`config.mk`:
```
export PLATFORM = sky130hd
export DESIGN_NAME = fifo_uart_tx
export DESIGN_NICKNAME = d
export VERILOG_FILES = /design/src/rtl/fifo_uart_tx.sv
export SDC_FILE = /design/constraint.sdc
export NUM_CORES = 1
export LEC_CHECK = 0
export ABC_AREA = 1
export ABC_CLOCK_PERIOD_IN_PS = 2300
export CAP_MARGIN = 0
export CORE_MARGIN = 2
export CORE_UTILIZATION = 32
export CTS_CLUSTER_DIAMETER = 100
export CTS_CLUSTER_SIZE = 24
export DETAILED_ROUTE_END_ITERATION = 7
export PLACE_DENSITY = 0.52
export SKIP_LAST_GASP = 1
export SLEW_MARGIN = 25
export SYNTH_ARGS = -nofsm -noshare
export SYNTH_HDL_FRONTEND = slang
export SYNTH_SLANG_ARGS = --single-unit
```
`constraint.sdc`:
```
create_clock -name clk -period 2.3 [get_ports clk]
set_input_delay 0.46 -clock clk [delete_from_list [all_inputs] [get_ports clk]]
set_output_delay 0.46 -clock clk [all_outputs]
set_load 0.02 [all_outputs]
```
`src/rtl/fifo_uart_tx.sv`:
```
// rtl/fifo_uart_tx.sv - FIFO drain-side UART-style serial transmitter
//
// Pulls WIDTH-bit words from a synchronous FIFO read port and sends each one
// as a serial frame: start bit (0), data bits LSB first, optional even parity
// bit, stop bit (1). The line idles high.
//
// Optional feature macro: FIFO_UART_TX_PARITY_EN
//   defined   -> a PARITY bit (XOR of the word) is sent between DATA and STOP
//   undefined -> no parity logic; DATA is followed directly by STOP
//
// Parameters:
//   WIDTH        data word width, equal to the FIFO width
//   CLKS_PER_BIT clk cycles per serial bit (>= 1)
//
// Ports:
//   clk         system clock, rising edge
//   rst         asynchronous active-low reset
//   en          allows new frames to start; looked at only when deciding to fetch
//   fifo_empty  FIFO empty flag
//   fifo_data   FIFO data_out, valid the cycle after the FIFO samples re=1
//   fifo_re     FIFO read enable, registered one-cycle pulse per word
//   tx          serial output, idle high
//   busy        high from the fetch decision through the end of the stop bit
//   word_done   one-cycle pulse on the last cycle of each stop bit

module fifo_uart_tx #(
    parameter int WIDTH        = 16,
    parameter int CLKS_PER_BIT = 4
) (
    input  logic             clk,
    input  logic             rst,
    input  logic             en,
    input  logic             fifo_empty,
    input  logic [WIDTH-1:0] fifo_data,
    output logic             fifo_re,
    output logic             tx,
    output logic             busy,
    output logic             word_done
);

    localparam int BAUD_W = $clog2(CLKS_PER_BIT) + 1;
    localparam int BIT_W  = $clog2(WIDTH) + 1;

    localparam logic [BAUD_W-1:0] BAUD_LAST = BAUD_W'(CLKS_PER_BIT - 1);
    localparam logic [BIT_W-1:0]  BIT_LAST  = BIT_W'(WIDTH - 1);

    typedef enum logic [2:0] {
        IDLE,
        REQ,
        LATCH,
        START,
        DATA,
`ifdef FIFO_UART_TX_PARITY_EN
        PARITY,
`endif
        STOP
    } state_t;

    state_t             state;
    state_t             state_next;
    logic [BAUD_W-1:0]  baud;
    logic [BAUD_W-1:0]  baud_next;
    logic [BIT_W-1:0]   bit_cnt;
    logic [BIT_W-1:0]   bit_cnt_next;
    logic [WIDTH-1:0]   shreg;
    logic [WIDTH-1:0]   shreg_next;
    logic               baud_end;
    logic               fetch;

`ifdef FIFO_UART_TX_PARITY_EN
    logic               parity_q;
`endif

    assign baud_end = (baud == BAUD_LAST);

    // A new word is fetched only if the consumer is enabled and the FIFO
    // has something in it, so an empty FIFO is never read.
    assign fetch = en && !fifo_empty;

    // ------------------------------------------------------------------
    // State register and datapath registers
    // ------------------------------------------------------------------
    always_ff @(posedge clk or negedge rst) begin
        if (!rst) begin
            state   <= IDLE;
            baud    <= '0;
            bit_cnt <= '0;
            shreg   <= '0;
            fifo_re <= 1'b0;
            busy    <= 1'b0;
        end else begin
            state   <= state_next;
            baud    <= baud_next;
            bit_cnt <= bit_cnt_next;
            shreg   <= shreg_next;
            // Registered versions of "the next state is REQ / not IDLE" so
            // both flags change on the same edge as the state transition.
            fifo_re <= (state_next == REQ);
            busy    <= (state_next != IDLE);
        end
    end

`ifdef FIFO_UART_TX_PARITY_EN
    // Parity is taken from the FIFO word as it is latched, so it does not
    // depend on the shift register that is consumed during DATA.
    always_ff @(posedge clk or negedge rst) begin
        if (!rst) begin
            parity_q <= 1'b0;
        end else if (state == LATCH) begin
            parity_q <= ^fifo_data;
        end
    end
`endif

    // ------------------------------------------------------------------
    // Next-state logic
    // ------------------------------------------------------------------
    always_comb begin
        state_next   = state;
        baud_next    = baud;
        bit_cnt_next = bit_cnt;
        shreg_next   = shreg;

        case (state)
            IDLE: begin
                if (fetch) begin
                    state_next = REQ;
                end
            end

            REQ: begin
                // The FIFO samples re at the closing edge of this cycle.
                state_next = LATCH;
            end

            LATCH: begin
                shreg_next   = fifo_data;
                baud_next    = '0;
                bit_cnt_next = '0;
                state_next   = START;
            end

            START: begin
                if (baud_end) begin
                    baud_next  = '0;
                    state_next = DATA;
                end else begin
                    baud_next = baud + 1'b1;
                end
            end

            DATA: begin
                if (baud_end) begin
                    baud_next    = '0;
                    shreg_next   = shreg >> 1;
                    bit_cnt_next = bit_cnt + 1'b1;
                    if (bit_cnt == BIT_LAST) begin
`ifdef FIFO_UART_TX_PARITY_EN
                        state_next = PARITY;
`else
                        state_next = STOP;
`endif
                    end
                end else begin
                    baud_next = baud + 1'b1;
                end
            end

`ifdef FIFO_UART_TX_PARITY_EN
            PARITY: begin
                if (baud_end) begin
                    baud_next  = '0;
                    state_next = STOP;
                end else begin
                    baud_next = baud + 1'b1;
                end
            end
`endif

            STOP: begin
                if (baud_end) begin
                    baud_next = '0;
                    // Chaining straight into REQ keeps busy high and gives
                    // the minimum two-cycle gap between frames.
                    state_next = fetch ? REQ : IDLE;
                end else begin
                    baud_next = baud + 1'b1;
                end
            end

            default: begin
                state_next = IDLE;
            end
        endcase
    end

    // ------------------------------------------------------------------
    // Serial line and completion pulse, decoded from registered state so
    // reset forces the line high without waiting for a clock edge.
    // ------------------------------------------------------------------
    always_comb begin
        tx = 1'b1;
        case (state)
            START:   tx = 1'b0;
            DATA:    tx = shreg[0];
`ifdef FIFO_UART_TX_PARITY_EN
            PARITY:  tx = parity_q;
`endif
            default: tx = 1'b1;
        endcase
    end

    assign word_done = (state == STOP) && baud_end;

endmodule

```
==> results of run 1 <==
cell families after synthesis:
kind of cell / after synthesis / synth area share (%)
compound gates: 37 / 13.0
xor+xnor: 1 / 0.587
fa+ha+maj: 3 / 2.51
buf+inv: 35 / 10.6
flops: 29 / 48.6
simple gates: 89 / 24.6
registers in the layout, indices dropped and copies added, names as in the netlist:
| name | cells |
|---|---|
| fifo_re | 1 |
| busy | 1 |
| baud | 3 |
| state | 3 |
| shreg | 16 |
| bit_cnt | 5 |
layer usage:
layer / up-vias / track usage (%) / wire length, µm
met5: - / 0 / 0
met4: 0 / 6.92 / 59
met3: 7 / 2.92 / 153
met2: 22 / 19.2 / 1180
met1: 522 / 16.5 / 1470
li1: 653 / - / -
final cells by class:
class / instances / area share (%)
Timing Repair Buffer: 25 / 13.2
Tap cell: 52 / 3.51
Multi-Input combinational cell: 130 / 32.8
Inverter: 29 / 5.93
Clock buffer: 7 / 5.19
Clock inverter: 1 / 0.270
Sequential cell: 29 / 39.1
worst max-delay path, cell delays in order (launching register included):
cell	delay, ns
dfrtp_1	0.42
inv_1	0.09
nor2_1	0.16
nand2_1	0.08
nor2_1	0.09
clkdlybuf4s50_1	0.60
power groups by stage:
stage	clock (mW)	combinational, mW	sequential [mW]
floorplan	0	0.0109	0.526
global placement	0	0.0589	0.526
detailed placement	0	0.0589	0.526
CTS	0.480	0.0598	0.517
global route	0.507	0.0646	0.517
finish	0.466	0.0579	0.517
how the worst min path moves through the flow:
| stage | from | endpoint | slack, ns | cells past startpoint |
|---|---|---|---|---|
| after CTS | baud[1] | baud[1] | 0.48 | 2 |
| final | baud[1] | baud[1] | 0.48 | 2 |
| after global placement | baud[1] | baud[1] | 0.46 | 2 |
| after detailed placement | baud[1] | baud[1] | 0.47 | 2 |
| after floorplan | rst | baud[0] | 0.16 | 0 |
| after global routing | baud[1] | baud[1] | 0.51 | 2 |
through the flow:
stage | cells | power (mW) | instance area [µm²]
6_report | 273 | 1.04 | 1860
4_1_cts | 273 | 1.06 | 1860
3_5_place_dp | 265 | 0.585 | 1750
5_1_grt | 273 | 1.09 | 1860
2_1_floorplan | 194 | 0.537 | 1490
3_3_place_gp | 265 | 0.585 | 1750
cells in the final DEF (no fill, tap or decap), drive strengths merged:
master         instances
nor2                  14
clkinv                 2
clkbuf                 7
clkdlybuf4s50         23
inv                   28
a21oi                  2
o22ai                  1
ha                     3
xor2                   1
dfrtp                 29
nand4                  1
buf                    2
nand3                  7
nand2                 67
o211ai                 1
o21ai                 33
==> out/metrics.cfg, run 1 <==
[sta]
worst_hold_slack_ns=0.480
final-hold-violation-count=0
slew_headroom_pct=75.2
worst_pin_slew_ns=0.372
setup_violations=0
fin_crit_ns=2.19
timing.fmax_mhz=457
fin_skew_ns=0.00627
fin_crit_sh_pct=95.2
fin_ws_ns=0.110
setup_tns_ns=0
rsz0062_at_grt=no
finalMaxSlewViolations=0

[cells_and_area]
fin_util_pct=42.0
multi_input_area_um2=608
diodes=0
syn_to_final_growth_pct=24.3
drive_above_1_share_pct=7.69
finalNetCount=243
fill_cells=468
regArea_um2=726

[drt]
drt-total-wl_um=2860
firstDrtPassIters=2
wire_per_inst_um=10.5
drt_iter0_drc=41
ant_nets=0
vias_per_cell=4.41
num_vias=1204
drc=0

[outcome]
status=complete, no violations

[grt]
grt_pass1_wl_um=4990
overflow=0
antenna_found_initial=0
grt_pass1_vias=1121
grt_use_total_pct=12.6
grt_max_degree=35

[synth]
yosysTopAreaCell=dfrtp_1
avgSynthCellArea_um2=7.69
ys_warn_count=0
synth_ff_type=dfrtp_1
syn_nets=217
synth_area_leaders=dfrtp_1, nand2_1, inv_1
ys_seq_area_share_pct=48.6
synth_edf_count=0
netlist.area_leader.share_pct=48.6
syn_area_mm2=0.00149
synth_seq_cells=29
synthCells=194
ys_async_sr_fraction_pct=100
synth_commonest_cells=nand2_1, dfrtp_1, inv_1
synth_cell_types=19
yosysMostFrequentCell=nand2_1

[floorplanning]
fp.coreArea_mm2=0.00441
dieArea_mm2=0.00523
num_rows=24
start_util_pct=33.8
ios=24
die_h_um=72.3
die_w_um=72.3

[placed_design]
place_hpwl_um=1960
portBuffers=23
finalWeightedCongestion=0.775
dp_slack_ns=0.439

[worst_setup_path]
arrival_ns=1.73
start_kind=flop
critical_path_class=reg -> out
critical_path.startpoint=state[0]
end_kind=primary output
cp_max_fo=5
regToRegSetupSlack_ns=0.64
crit_end=word_done
r2r_cells=8
worstReg2RegStart=baud[0]
r2r-end=bit_cnt[0]
worstPathRequired_ns=1.84

[power]
netSwitchingPower_mw=0.220
power_frac_comb_pct=5.6
power_density_mw_per_mm2=561
internal_power_mw=0.821
p_leak_nw=0.873
seqPwrFrac_pct=49.7
irDropWorstVdd_v=0.000331
clock_power_share_pct=44.8
p_sw_share_pct=21.1

[clock_tree]
clock-root-buffer=clkbuf_8
cts_tree=done
ctsLongestPathBuffers=2
clkLatencyLatePin_ns=0.28
cts_made_buffers=5
path_clk_slew_ns=0.07
post_cts_resized=0
post_cts_buffers=0
cts_hold_buf=0
clock_sinks=29
cts_max_level=2

[worst_hold_path]
hp-class=reg -> reg

[run]
drv_cap=0

Power figures use the tool's default switching activity.
==> run 2: changes to the inputs <==
Settings changed: CORE_ASPECT_RATIO set to 0.75, SKIP_LAST_GASP 1 to not set.
==> run 2 against run 1 <==
  * Power shrank 5.1%
  * Clock power shrank 11%
  * Die area is essentially flat
  * First-iteration DRC count shrank 29%
  * Worst setup slack gained 0.040 ns
  * Non-clock buffer count is the same
  * Sequential power is essentially flat
  * Critical endpoint is now tx
  * Sequential cell count is the same
  * Global-route usage shrank 0.13 points
  * Fmax grew 1.9%
==> out/metrics.cfg, run 2 (synthesis gave the netlist of run 1 again) <==
[worst_setup_path]
cp_max_fo=4
arrival_ns=1.69
start_kind=flop
critical_path_class=reg -> out
end_kind=primary output
crit_slowest_cell=clkdlybuf4s50_1
cp_top_family=buffers and inverters
crit_chain=nor2_2 -> nand2_2 -> nor2_1 -> a21oi_1 -> clkdlybuf4s50_1
critPathMaxStageDelay_ns=0.54
path_buf_inv=1
worstPathRequired_ns=1.84

[drt]
wire_per_inst_um=10.2
vias_per_cell=4.30
drt_iter0_drc=29
drc=0
num_vias=1191
ant_nets=0
firstDrtPassIters=3
drt-total-wl_um=2820

[power]
total_power_mw=0.987
power_frac_comb_pct=5.8
irDropWorstVdd_v=0.000267
clock_power_share_pct=41.8
p_leak_nw=0.882
netSwitchingPower_mw=0.200
p_sw_share_pct=20.2
power_density_mw_per_mm2=534
seqPwrFrac_pct=52.4
internal_power_mw=0.788

[grt]
grt_pass1_wl_um=5190
overflow=0
grt_max_degree=35
grt_use_total_pct=12.4
antenna_found_initial=0
grt_pass1_vias=1148

[placed_design]
placed_cells=270
place_hpwl_um=1980
portBuffers=23
finalWeightedCongestion=0.806

[clock_tree]
clock-root-buffer=clkbuf_8
clock_sinks=29
cts_tree=done
clkLatencyLatePin_ns=0.27
cts_made_buffers=5
cts_max_level=2
path_clk_slew_ns=0.06
cts_hold_buf=0
ctsLongestPathBuffers=2

[sta]
final-hold-violation-count=0
fin_crit_ns=2.15
slew_headroom_pct=74.5
setup_tns_ns=0
rsz0062_at_grt=no
fin_skew_ns=0.00399
worst_pin_slew_ns=0.382
timing.fmax_mhz=465
worst_hold_slack_ns=0.477
setup_violations=0
fin_crit_sh_pct=93.5
finalMaxSlewViolations=0

[floorplanning]
num_rows=21
fp.coreArea_mm2=0.00447
dieArea_mm2=0.00523
die_w_um=82.9
start_util_pct=33.4
die_h_um=63.1
ios=24

[cells_and_area]
reg.largest.list=shreg (16), bit_cnt (5)
largest_reg_flops=16
layout.cells.non_filler=277
drive_above_1_share_pct=6.82
fill_cells=480
diodes=0
finalNetCount=243
final_cell_mix=nand2_1, dfrtp_1, inv_1, clkdlybuf4s50_1, o21ai_0
regMostFlops=shreg
fin_util_pct=41.4
syn_to_final_growth_pct=23.9
final_common_cell=nand2_1

[worst_hold_path]
hp-class=reg -> reg

[run]
drv_cap=0

[outcome]
status=complete, no violations

[run 2: worst reg2reg max path: stages (launching register included)]
cell and delay, ns:
dfrtp_1 0.36, ha_1 0.17, inv_1 0.06, nor2_2 0.26, nand2_4 0.11, nand2_4 0.28, inv_1 0.15, nand2_1 0.07
o21ai_0 0.07
[run 2: power groups by stage]
stage | sequential (mW) | combinational (mW) | clock (mW)
after floorplan | 0.526 | 0.0109 | 0
after global placement | 0.526 | 0.0592 | 0
final | 0.517 | 0.0572 | 0.413
after CTS | 0.517 | 0.0593 | 0.428
after detailed placement | 0.527 | 0.0589 | 0
after global routing | 0.517 | 0.0639 | 0.456
[run 2: timing repair]
item,in CTS,in global routing
buffers inserted,0,0
setup endpoints to repair,0,1
gates resized for setup,0,1
[run 2: path summary, 6_finish.rpt]
kind,end,from,depth (start not counted),slack [ns]
max,tx,state[1],5,0.15
min,baud[1],baud[1],2,0.48
max reg2reg,bit_cnt[0],baud[0],8,0.65
min reg2reg,baud[1],baud[1],2,0.48
max in group asynchronous,bit_cnt[0],rst,2,1.44
min in group asynchronous,shreg[11],rst,2,0.58
[run 2: cell type report]
cell class | instances | area (µm²) | area share (%)
Inverter | 29 | 110 | 5.95
Tap cell | 57 | 71.3 | 3.86
Sequential cell | 29 | 726 | 39.2
Multi-Input combinational cell | 130 | 608 | 32.9
Clock buffer | 7 | 86.3 | 4.67
Timing Repair Buffer | 25 | 248 | 13.4
[run 2: per-layer routing]
metal | part of all wire, % | track usage (%)
met2 | 38 | 18.0
met5 | 0 | 0
met4 | 0.74 | 3.07
met3 | 4.7 | 5.11
met1 | 56 | 17.3
[run 2: per-stage QoR]
stage,area [µm²],worst slack [ns]
after floorplan,1490,0.736
after global placement,1760,0.420
after detailed placement,1760,0.423
after CTS,1850,0.114
after global routing,1850,0.0256
final,1850,0.150
